[config.mk]
export PLATFORM = sky130hd
export DESIGN_NAME = shift_unit_mc
export DESIGN_NICKNAME = d
export VERILOG_FILES = /design/src/rtl/shift_unit_mc.sv
export SDC_FILE = /design/constraint.sdc
export NUM_CORES = 1
export LEC_CHECK = 0
export ABC_AREA = 1
export BUFFER_PORTS_ARGS = -buffer_cell sky130_fd_sc_hd__buf_2
export CORE_MARGIN = 5
export CORE_UTILIZATION = 50
export CTS_CLUSTER_DIAMETER = 30
export DETAILED_ROUTE_END_ITERATION = 10
export PLACE_DENSITY = 0.69
export SLEW_MARGIN = 20
export SYNTH_ARGS = -nofsm -noshare
export SYNTH_HDL_FRONTEND = slang
export SYNTH_SLANG_ARGS = --single-unit
[constraint.sdc]
create_clock -name clock -period 2.8 [get_ports clock]
set_input_delay 0.14 -clock clock [delete_from_list [all_inputs] [get_ports clock]]
set_output_delay 0.14 -clock clock [all_outputs]
set_load 0.01 [all_outputs]
[src/rtl/shift_unit_mc.sv]
// Multi-cycle logarithmic shifter: one power-of-two stage per clock, largest first.
// Optional feature macro: SHIFT_ROR_EN (op=11 rotates right; otherwise op=11 holds).
module shift_unit_mc #(
    parameter int WIDTH   = 32,
    parameter int SHAMT_W = 5
) (
    input  logic               clock,
    input  logic               reset,
    input  logic               start,
    input  logic [WIDTH-1:0]   data_in,
    input  logic [SHAMT_W-1:0] shamt,
    input  logic [1:0]         op,
    output logic [WIDTH-1:0]   data_out,
    output logic               busy,
    output logic               ready
);

    localparam int CNT_W = (SHAMT_W > 1) ? $clog2(SHAMT_W) : 1;
    localparam logic [CNT_W-1:0] CNT_TOP = CNT_W'(SHAMT_W - 1);

    typedef enum logic [1:0] {
        S_IDLE  = 2'd0,
        S_SHIFT = 2'd1,
        S_DONE  = 2'd2
    } state_t;

    state_t             state_q, state_d;
    logic [WIDTH-1:0]   work_q, work_d;
    logic [WIDTH-1:0]   dout_q, dout_d;
    logic [CNT_W-1:0]   cnt_q, cnt_d;
    logic [SHAMT_W-1:0] shamt_q, shamt_d;
    logic [1:0]         op_q, op_d;

    logic [SHAMT_W-1:0] amt;
    logic [WIDTH-1:0]   shifted;
    logic [WIDTH-1:0]   stage_val;
    logic [2*WIDTH-1:0] dbl;

    // Shift the working register by this stage's power of two per latched op.
    always_comb begin
        amt     = {{(SHAMT_W-1){1'b0}}, 1'b1} << cnt_q;
        dbl     = {work_q, work_q} >> amt;
        shifted = work_q;
        unique case (op_q)
            2'b00: shifted = work_q << amt;
            2'b01: shifted = work_q >> amt;
            2'b10: shifted = $unsigned($signed(work_q) >>> amt);
            2'b11: begin
`ifdef SHIFT_ROR_EN
                shifted = dbl[WIDTH-1:0];
`else
                shifted = work_q;
`endif
            end
            default: shifted = work_q;
        endcase
        stage_val = shamt_q[cnt_q] ? shifted : work_q;
    end

    // Next-state logic: accept in IDLE/DONE, step through stages in SHIFT.
    always_comb begin
        state_d = state_q;
        work_d  = work_q;
        dout_d  = dout_q;
        cnt_d   = cnt_q;
        shamt_d = shamt_q;
        op_d    = op_q;
        unique case (state_q)
            S_IDLE, S_DONE: begin
                if (start) begin
                    work_d  = data_in;
                    shamt_d = shamt;
                    op_d    = op;
                    cnt_d   = CNT_TOP;
                    state_d = S_SHIFT;
                end else begin
                    state_d = S_IDLE;
                end
            end
            S_SHIFT: begin
                work_d = stage_val;
                if (cnt_q == '0) begin
                    dout_d  = stage_val;
                    state_d = S_DONE;
                end else begin
                    cnt_d = cnt_q - 1'b1;
                end
            end
            default: state_d = S_IDLE;
        endcase
    end

    // State registers with synchronous reset that aborts any operation.
    always_ff @(posedge clock) begin
        if (reset) begin
            state_q <= S_IDLE;
            work_q  <= '0;
            dout_q  <= '0;
            cnt_q   <= CNT_TOP;
            shamt_q <= '0;
            op_q    <= '0;
        end else begin
            state_q <= state_d;
            work_q  <= work_d;
            dout_q  <= dout_d;
            cnt_q   <= cnt_d;
            shamt_q <= shamt_d;
            op_q    <= op_d;
        end
    end

    assign data_out = dout_q;
    assign busy     = (state_q == S_SHIFT);
    assign ready    = (state_q == S_DONE);

endmodule

==> flow_metrics.py, run 1 <==
metrics = {
    "synth": {
        "synthTopCellsByArea": "nand2_1 22%, dfxtp_1 20%, nand3_1 20%, inv_1 5.0%, o21ai_0 4.8%",
        "synthesis.nets": 1386,
        "synthArstFlopShare_pct": 0,
        "syn_avg_cell_area_um2": 5.573,
        "ys_warn_count": 0,
        "ys_types": 43,
        "synth_edf_count": 0,
        "synth_ff_type": "dfxtp_1",
        "synth_top_area_share_pct": 21.53,
        "synth_seq_cells": 76,
        "syn_inst": 1339,
        "yosysSeqAreaShare_pct": 20.39,
        "yosys.area.top_type": "nand2_1",
        "netlist_area_mm2": 0.007462,
    },
    "cells_and_area": {
        "drive_above_1_share_pct": 13.85,
        "nFillCells": 1551,
        "fin_nets": 1435,
        "areaGrowthSynthToFinish_pct": 12.76,
        "final_common_cell": "nand2_1",
        "finish.utilization_pct": 57.68,
        "num_antenna_cells": 0,
        "layout_common_cells": "428 x nand2_1, 296 x nand3_1, 98 x inv_1",
    },
    "critical_path": {
        "r2r_cells": 14,
        "cp-end-kind": "flip-flop",
        "arrival_ns": 2.88,
        "critPathKind": "flip-flop to flip-flop",
        "crit_fanout": 28,
        "startpoint_type": "flip-flop",
        "critical_path_required_ns": 3.07,
    },
    "timing": {
        "whs_ns": 0.05758,
        "rsz0062_at_grt": "no",
        "fin_crit_ns": 2.606,
        "clock.fmax_mhz": 383.7,
        "max_slew_margin_pct": 49.33,
        "finalSetupViolCount": 0,
        "finalSetupTns_ns": 0,
        "hold_violations": 0,
        "slew_viol_final": 0,
        "tightest_slew_ns": 0.7593,
        "fin_skew_ns": 0.01230,
        "post-route-period-util_pct": 93.07,
    },
    "global_route": {
        "gr-usage-all-layers_pct": 33.68,
        "grt_pass1_wl_um": 47530,
        "antenna_found_initial": 0,
        "grt_pass1_vias": 8594,
        "grt_max_degree": 67,
        "gr-total-overflow": 0,
    },
    "power": {
        "power.density_mw_per_mm2": 544.9,
        "vdd_ir_drop_max_v": 0.0005668,
        "p_leak_nw": 4.059,
    },
    "place": {
        "numPortBuffers": 75,
        "dp_hpwl_um": 23230,
        "place.gp.congestion": 1.046,
    },
    "floorplanning": {
        "die_area_mm2": 0.01747,
        "io-pin-count": 76,
        "die_y_um": 132.2,
        "coreArea_mm2": 0.01459,
        "die_w_um": 132.2,
        "start_util_pct": 51.15,
        "rows": 44,
    },
    "routing": {
        "wl_per_cell_um": 19.59,
        "drtPass1Iterations": 6,
        "first_iter_violations": 1339,
        "vias": 9688,
        "avgViaCountPerCell": 6.143,
        "post-route-drc-count": 0,
        "routed_wl_um": 30900,
        "ant_nets": 0,
    },
    "min_path": {
        "whs_path_depth": 3,
        "hp-class": "input pin to flip-flop",
    },
    "clock_network": {
        "postCtsSetupBuffers": 0,
        "cts_root_buf": "clkbuf_16",
        "cts.sinks": 76,
        "clock_latency_ns": 0.34,
        "h-tree-depth": 3,
        "postCtsHoldBufs": 0,
        "cts_tree": "built",
        "cts_max_path_buffers": 2,
        "clk_pin_slew_ns": 0.07,
        "cts_buffers": 9,
    },
    "flow_run": {
        "drv_cap": 0,
    },
    "outcome": {
        "status": "complete, no violations",
    },
}
-- synthesized netlist by cell type, types with 6 or more instances --
cell type,number
a21oi_1,66
a31oi_1,6
buf_2,29
buf_4,6
buf_6,11
clkbuf_1,27
dfxtp_1,76
inv_1,100
inv_2,6
nand2_1,428
nand2_2,15
nand3_1,296
nand3_2,11
nand4_1,13
nor2_1,77
nor2_2,8
o211ai_1,10
o21ai_0,72
o21ai_1,24
-- stage by stage --
step                setup slack, ns  cell area, um^2  instances  power, mW
detailed placement           0.1279             8046       1560      3.235
CTS                          0.1161             8369       1576      4.500
floorplan                    0.6895             7462       1339      2.604
global route                0.03650             8414       1577      4.820
finish                       0.1940             8414       1577      4.585
global placement             0.1700             8046       1560      3.232
-- metal layers --
metal / routed length (um) / vias up / track usage [%]
met3: 3983 / 90 / 7.824
met1: 13130 / 4360 / 49.65
met4: 1230 / 0 / 13.03
met2: 12560 / 700 / 47.00
met5: 0 / - / 0
li1: - / 4538 / -
-- state kept, by name, indices dropped and copies added (netlist names) --
register  count
data_out     32
cnt_q         3
shamt_q       5
work_q       32
op_q          2
state_q       2
-- area by class of cell --
| class | instances | area [um^2] | area share (%) |
|---|---|---|---|
| clock inverter | 6 | 93.84 | 1.115 |
| multi-input combinational | 1072 | 5066 | 60.21 |
| tap | 184 | 230.2 | 2.736 |
| inverter | 113 | 434.2 | 5.160 |
| clock buffer | 10 | 229.0 | 2.721 |
| sequential | 76 | 1523 | 18.10 |
| timing repair buffer | 116 | 838.3 | 9.963 |
-- worst paths after layout --
check	from	endpoint	slack (ns)
worst min-delay path	shamt[4]	shamt_q[4]	0.06
worst max-delay path	cnt_q[0]	work_q[11]	0.19
worst min register to register	data_out[14]	data_out[14]	0.47
worst max register to register	cnt_q[0]	work_q[11]	0.19
-- cell families after synthesis --
| logic type | count (synthesis) | synth area share (%) |
|---|---|---|
| fa+ha+maj | 5 | 0.8384 |
| flops | 76 | 20.39 |
| simple gates | 869 | 52.33 |
| buf+inv | 191 | 12.01 |
| compound gates | 198 | 14.44 |
-- critical path, cell delays in order, from the launching register on --
cell     delay, ns
dfxtp_2       0.35
inv_1         0.12
buf_4         0.15
ha_1          0.17
nand2_2       0.15
inv_2         0.10
buf_4         0.31
nand2_1       0.16
nand3_1       0.10
o21ai_0       0.16
o21ai_2       0.28
nand2_1       0.09
o21ai_1       0.17
a21oi_1       0.11
nor2_1        0.09
-- report_power, final --
part | total [mW] | switching [mW] | internal [mW]
clock network | 1.27 | 0.478 | 0.789
logic | 2.09 | 1.46 | 0.633
registers | 1.23 | 0.0672 | 1.16
-- what timing repair did --
item	CTS	global route
endpoints found under the setup margin	0	42
resized for setup	0	7
endpoints found under the hold margin	0	0
(Power assumes the default switching activity.)
==> inputs of run 2 (changes only) <==
--- a/config.mk
+++ b/config.mk
@@ -6,7 +6,7 @@
 export NUM_CORES = 1
 export LEC_CHECK = 0
 export ABC_AREA = 1
-export BUFFER_PORTS_ARGS = -buffer_cell sky130_fd_sc_hd__buf_2
+export BUFFER_PORTS_ARGS = -buffer_cell sky130_fd_sc_hd__clkbuf_2
 export CORE_MARGIN = 5
 export CORE_UTILIZATION = 50
 export CTS_CLUSTER_DIAMETER = 30
==> flow_metrics.py, run 2 (synthesis results as in run 1) <==
metrics = {
    "power": {
        "p_leak_nw": 4.029,
        "power.density_mw_per_mm2": 550.3,
        "vdd_ir_drop_max_v": 0.0003653,
    },
    "floorplanning": {
        "die_w_um": 132.2,
        "start_util_pct": 51.15,
        "io-pin-count": 76,
        "die_area_mm2": 0.01747,
        "rows": 44,
        "die_y_um": 132.2,
        "coreArea_mm2": 0.01459,
    },
    "routing": {
        "wl_per_cell_um": 19.08,
        "avgViaCountPerCell": 6.095,
        "drtPass1Iterations": 6,
        "post-route-drc-count": 0,
        "ant_nets": 0,
        "vias": 9630,
        "routed_wl_um": 30140,
        "first_iter_violations": 1590,
    },
    "timing": {
        "post-route-period-util_pct": 95.12,
        "slew_viol_final": 0,
        "hold_violations": 0,
        "tightest_slew_ns": 0.5235,
        "finalSetupViolCount": 0,
        "clock.fmax_mhz": 375.5,
        "rsz0062_at_grt": "no",
        "finalSetupTns_ns": 0,
        "fin_skew_ns": 0.007123,
        "max_slew_margin_pct": 65.07,
        "fin_crit_ns": 2.663,
    },
    "cells_and_area": {
        "drive_above_1_share_pct": 13.83,
        "final_common_cell": "nand2_1",
        "multiInputGateArea_mm2": 0.005065,
        "num_antenna_cells": 0,
        "fin_nets": 1439,
        "areaGrowthSynthToFinish_pct": 12.27,
        "register_area_mm2": 0.001521,
        "nFillCells": 1550,
        "finish.utilization_pct": 57.43,
        "layout_common_cells": "428 x nand2_1, 296 x nand3_1, 99 x inv_1",
    },
    "place": {
        "numPortBuffers": 75,
        "dp_hpwl_um": 23120,
        "place.gp.congestion": 1.036,
    },
    "global_route": {
        "grt_pass1_wl_um": 47090,
        "antenna_found_initial": 0,
        "grt_max_degree": 45,
        "gr-usage-all-layers_pct": 33.02,
        "gr-total-overflow": 0,
        "grt_pass1_vias": 8573,
    },
    "clock_network": {
        "clock_latency_ns": 0.34,
        "cts_root_buf": "clkbuf_16",
        "cts_max_path_buffers": 2,
        "postCtsHoldBufs": 0,
        "cts_buffers": 9,
        "clk_pin_slew_ns": 0.06,
        "cts.sinks": 76,
        "h-tree-depth": 3,
        "cts_tree": "built",
    },
    "critical_path": {
        "crit_path_top_delay_cell": "dfxtp_1",
        "arrival_ns": 2.93,
        "crit_fanout": 16,
        "critPathKind": "flip-flop to flip-flop",
        "cp_slowest_stage_delay_ns": 0.40,
        "startpoint_type": "flip-flop",
        "critical_path_required_ns": 3.07,
        "path_cells": "inv_2, ha_4, buf_4, nand2_4, nand2_1, nor2_1, buf_4, inv_1, o21ai_0, nor2_1, o21ai_1, nand3_1, a21oi_1",
        "cp-end-kind": "flip-flop",
    },
    "min_path": {
        "hp-class": "input pin to flip-flop",
    },
    "outcome": {
        "status": "complete, no violations",
    },
    "flow_run": {
        "drv_cap": 0,
    },
}
run 2: final timing paths:
kind / slack (ns) / depth (start not counted) / from / endpoint
min reg2reg: 0.47 / 2 / data_out[28] / data_out[28]
max reg2reg: 0.14 / 13 / cnt_q[1] / work_q[16]
max: 0.14 / 13 / cnt_q[1] / work_q[16]
min: 0.06 / 3 / shamt[3] / shamt_q[3]
run 2: where the power goes:
group | total, mW | internal, mW | switching [mW]
Clock | 1.34 | 0.867 | 0.471
Sequential | 1.23 | 1.16 | 0.0680
Combinational | 2.04 | 0.618 | 1.43
run 2: through the flow:
step                      cell area (um^2)  hold slack, ns  setup WS (ns)  cells  power [mW]
after floorplan                       7462          0.3067         0.6895   1339       2.604
after global placement                8021          0.3899         0.1475   1565       3.195
after detailed placement              8021          0.3993        0.09997   1565       3.203
after CTS                             8361         0.05521        0.07710   1580       4.533
after global routing                  8378         0.08572      0.0003992   1580       4.851
final                                 8378         0.05527         0.1367   1580       4.610
run 2: worst max-delay path, delay by kind of cell (launching register included):
kind | cells | cell delay, ns
buf+inv | 4 | 0.75
flops | 1 | 0.40
simple gates | 5 | 0.70
compound gates | 3 | 0.52
fa+ha+maj | 1 | 0.20
run 2: what timing repair did:
| action | 4_1_cts | 5_1_grt |
|---|---|---|
| gates resized for setup | 0 | 4 |
| endpoints found under the setup margin | 0 | 40 |
| buffers inserted | 0 | 0 |
run 2: layout make-up:
cell class / instances / area share (%)
Clock inverter: 6 / 1.359
Inverter: 113 / 5.182
Tap cell: 184 / 2.748
Sequential cell: 76 / 18.16
Timing Repair Buffer: 120 / 9.409
Multi-Input combinational cell: 1072 / 60.45
Clock buffer: 9 / 2.688
run 2: per-layer routing:
metal  GRT usage (%)  vias up  share of wire (%)
li1                -     4537                  -
met1           47.85     4385                 43
met2           47.73      629                 41
met3           8.053       79                 12
met4           10.86        0                3.2
met5               0        -                  0
==> inputs of run 3 (changes only) <==
--- a/config.mk
+++ b/config.mk
@@ -5,11 +5,9 @@
 export SDC_FILE = /design/constraint.sdc
 export NUM_CORES = 1
 export LEC_CHECK = 0
-export ABC_AREA = 1
 export BUFFER_PORTS_ARGS = -buffer_cell sky130_fd_sc_hd__clkbuf_2
 export CORE_MARGIN = 5
 export CORE_UTILIZATION = 50
-export CTS_CLUSTER_DIAMETER = 30
 export DETAILED_ROUTE_END_ITERATION = 10
 export PLACE_DENSITY = 0.69
 export SLEW_MARGIN = 20
==> flow_metrics.py, run 3 <==
metrics = {
    "cells_and_area": {
        "final_common_cell": "buf_4",
        "num_antenna_cells": 0,
        "areaGrowthSynthToFinish_pct": 30.57,
        "drive_above_1_share_pct": 34.27,
        "register_area_mm2": 0.001528,
        "fin_nets": 1326,
        "layout_common_cells": "222 x buf_4, 108 x nand2_1, 84 x a21oi_1",
        "multiInputGateArea_mm2": 0.006486,
        "finish.utilization_pct": 66.11,
        "nFillCells": 1400,
    },
    "global_route": {
        "grt_pass1_vias": 10720,
        "antenna_found_initial": 1,
        "gr-total-overflow": 0,
        "grt_max_degree": 44,
        "grt_pass1_wl_um": 68840,
        "gr-usage-all-layers_pct": 46.19,
    },
    "timing": {
        "slew_viol_final": 0,
        "layout_setup_ws_ns": -0.008193,
        "fin_crit_ns": 2.808,
        "max_slew_margin_pct": 37.13,
        "rsz0062_at_grt": "yes",
        "whs_ns": 0.006570,
        "hold_violations": 0,
        "finalSetupViolCount": 1,
        "tightest_slew_ns": 0.9431,
        "post-route-period-util_pct": 100.3,
        "fin_skew_ns": 0.01275,
        "clock.fmax_mhz": 356.1,
        "finalSetupTns_ns": -0.008193,
    },
    "routing": {
        "ant_nets": 0,
        "routed_wl_um": 47710,
        "first_iter_violations": 2498,
        "avgViaCountPerCell": 7.724,
        "drtPass1Iterations": 7,
        "post-route-drc-count": 0,
        "wl_per_cell_um": 31.72,
        "vias": 11620,
    },
    "min_path": {
        "hp-class": "input pin to flip-flop",
        "whs_path_depth": 3,
        "min_to": "op_q[1]",
        "hold_path_startpoint": "op[1]",
    },
    "critical_path": {
        "r2r_cells": 10,
        "cpMostUsedCell": "buf_4",
        "arrival_ns": 3.03,
        "r2r_start": "cnt_q[1]",
        "critPathKind": "flip-flop to flip-flop",
        "r2r_slack_ns": -0.008,
        "path_delay_family": "simple AND/OR/NAND/NOR gates",
        "cp-end-kind": "flip-flop",
        "crit_buf_inv": 3,
        "startpoint_type": "flip-flop",
        "crit_fanout": 13,
        "cp_slowest_stage_delay_ns": 0.63,
        "crit_path_top_delay_cell": "or4b_4",
        "reg2reg_to": "data_out[14]",
        "path_cells": "inv_2, ha_4, or4b_4, buf_4, a2bb2oi_1, nand3_1, o22ai_2, nor4_4, buf_4, nor3_1",
        "critical_path_required_ns": 3.02,
    },
    "flow_run": {
        "drv_cap": 0,
    },
    "place": {
        "numPortBuffers": 75,
        "place.gp.congestion": 1.140,
        "dp_hpwl_um": 36220,
    },
    "clock_network": {
        "cts_max_path_buffers": 2,
        "postCtsHoldBufs": 0,
        "clk_pin_slew_ns": 0.07,
        "cts_root_buf": "clkbuf_16",
        "clock_latency_ns": 0.35,
        "cts_tree": "built",
        "cts_buffers": 9,
        "cts.sinks": 76,
        "h-tree-depth": 3,
    },
    "outcome": {
        "violations": "setup timing",
        "status": "complete, but fails checks",
    },
    "synth": {
        "synth_seq_cells": 76,
        "synthArstFlopShare_pct": 0,
        "synthTopCellsByArea": "dfxtp_1 18%, mux2i_1 7.4%, mux4_2 7.3%, a21oi_1 5.1%, nand2_1 4.9%",
        "yosys.area.top_type": "dfxtp_1",
        "netlist_area_mm2": 0.008367,
        "synth_ff_type": "dfxtp_1",
        "synth_edf_count": 0,
        "syn_avg_cell_area_um2": 7.711,
        "ys_types": 91,
        "synthesis.nets": 1132,
        "synth_top_area_share_pct": 18.18,
        "yosysSeqAreaShare_pct": 18.18,
        "ys_warn_count": 0,
        "yosys-top-cells-count": "109 x nand2_1, 85 x a21oi_1, 78 x nor2_1",
        "syn_inst": 1085,
        "synth.most_common_cell": "nand2_1",
    },
    "floorplanning": {
        "die_y_um": 139.4,
        "die_w_um": 139.4,
        "io-pin-count": 76,
        "die_area_mm2": 0.01942,
        "start_util_pct": 50.63,
        "coreArea_mm2": 0.01652,
        "rows": 47,
    },
    "power": {
        "vdd_ir_drop_max_v": 0.0003645,
        "p_leak_nw": 4.334,
        "power.density_mw_per_mm2": 436.7,
    },
}
run 3: changes by cell type after synthesis, moves of 27 or more:
cell | previous run | this run
a22oi_1 | 4 | 49
clkbuf_1 | 27 | 67
inv_1 | 100 | 12
mux2i_1 | 0 | 62
mux4_2 | 0 | 27
nand2_1 | 428 | 109
nand3_1 | 296 | 35
o21ai_0 | 72 | 41
run 3: worst reg2reg max path, cell delays in order (launching register included):
cell       delay [ns]
dfxtp_2          0.38
inv_2            0.08
ha_4             0.21
or4b_4           0.63
buf_4            0.20
a2bb2oi_1        0.14
nand3_1          0.24
o22ai_2          0.17
nor4_4           0.41
buf_4            0.18
nor3_1           0.04
run 3: final cells by class:
class / instances / area share, %
Multi-Input combinational cell: 869 / 59.37
Sequential cell: 76 / 13.98
Timing Repair Buffer: 310 / 20.99
Clock inverter: 6 / 0.4925
Clock buffer: 10 / 2.188
Inverter: 13 / 0.4467
Tap cell: 220 / 2.520
run 3: kinds of logic (layout without fill, tap and decap cells):
group	count (synthesis)	count (layout)	share of synthesized area, %
AOI/OAI and AO/OA	414	414	35.61
and+or+nand+nor	350	350	21.30
buffers and inverters	140	339	7.896
muxes	99	99	16.17
DFF	76	76	18.18
adders and majority gates	5	5	0.7477
xor gates and xnor gates	1	1	0.1047
run 3: routing by layer:
layer / wire, um / share of wire, % / GRT usage (%)
met1: 16820 / 35 / 60.06
met2: 18160 / 38 / 63.10
met4: 4127 / 8.7 / 27.45
met5: 12 / 0.025 / 0
met3: 8593 / 18 / 19.76
run 3: per-stage QoR:
step | worst slack, ns | instances | instance area, um^2 | power, mW
3_3_place_gp | -0.5614 | 1481 | 10270 | 3.340
6_report | -0.008193 | 1504 | 10920 | 4.770
3_5_place_dp | -0.4236 | 1481 | 10270 | 3.333
2_1_floorplan | 0.1018 | 1085 | 8367 | 2.354
5_1_grt | -0.06033 | 1504 | 10920 | 4.844
4_1_cts | -0.007788 | 1500 | 10680 | 4.526
run 3: what timing repair did:
action                                  in CTS  in global routing
endpoints found under the setup margin      22                 53
pin swaps                                    1                  9
gates cloned                                 0                  1
setup buffers                                3                  3
resized for setup                           17                 40
run 3: worst max-delay path by stage:
stage / endpoint / slack, ns / cells past startpoint / startpoint
4_1_cts: data_out[14] / -0.008 / 10 / cnt_q[1]
3_5_place_dp: data_out[14] / -0.42 / 10 / cnt_q[0]
3_3_place_gp: data_out[14] / -0.56 / 10 / cnt_q[0]
6_report: data_out[14] / -0.008 / 10 / cnt_q[1]
5_1_grt: data_out[27] / -0.06 / 12 / cnt_q[1]
2_1_floorplan: data_out[27] / 0.10 / 12 / cnt_q[1]
run 3: where the power goes:
| part | switching [mW] | leakage (nW) | internal [mW] |
|---|---|---|---|
| clock | 0.539 | 0.142 | 0.642 |
| combinational | 1.39 | 3.57 | 0.929 |
| sequential | 0.132 | 0.620 | 1.14 |
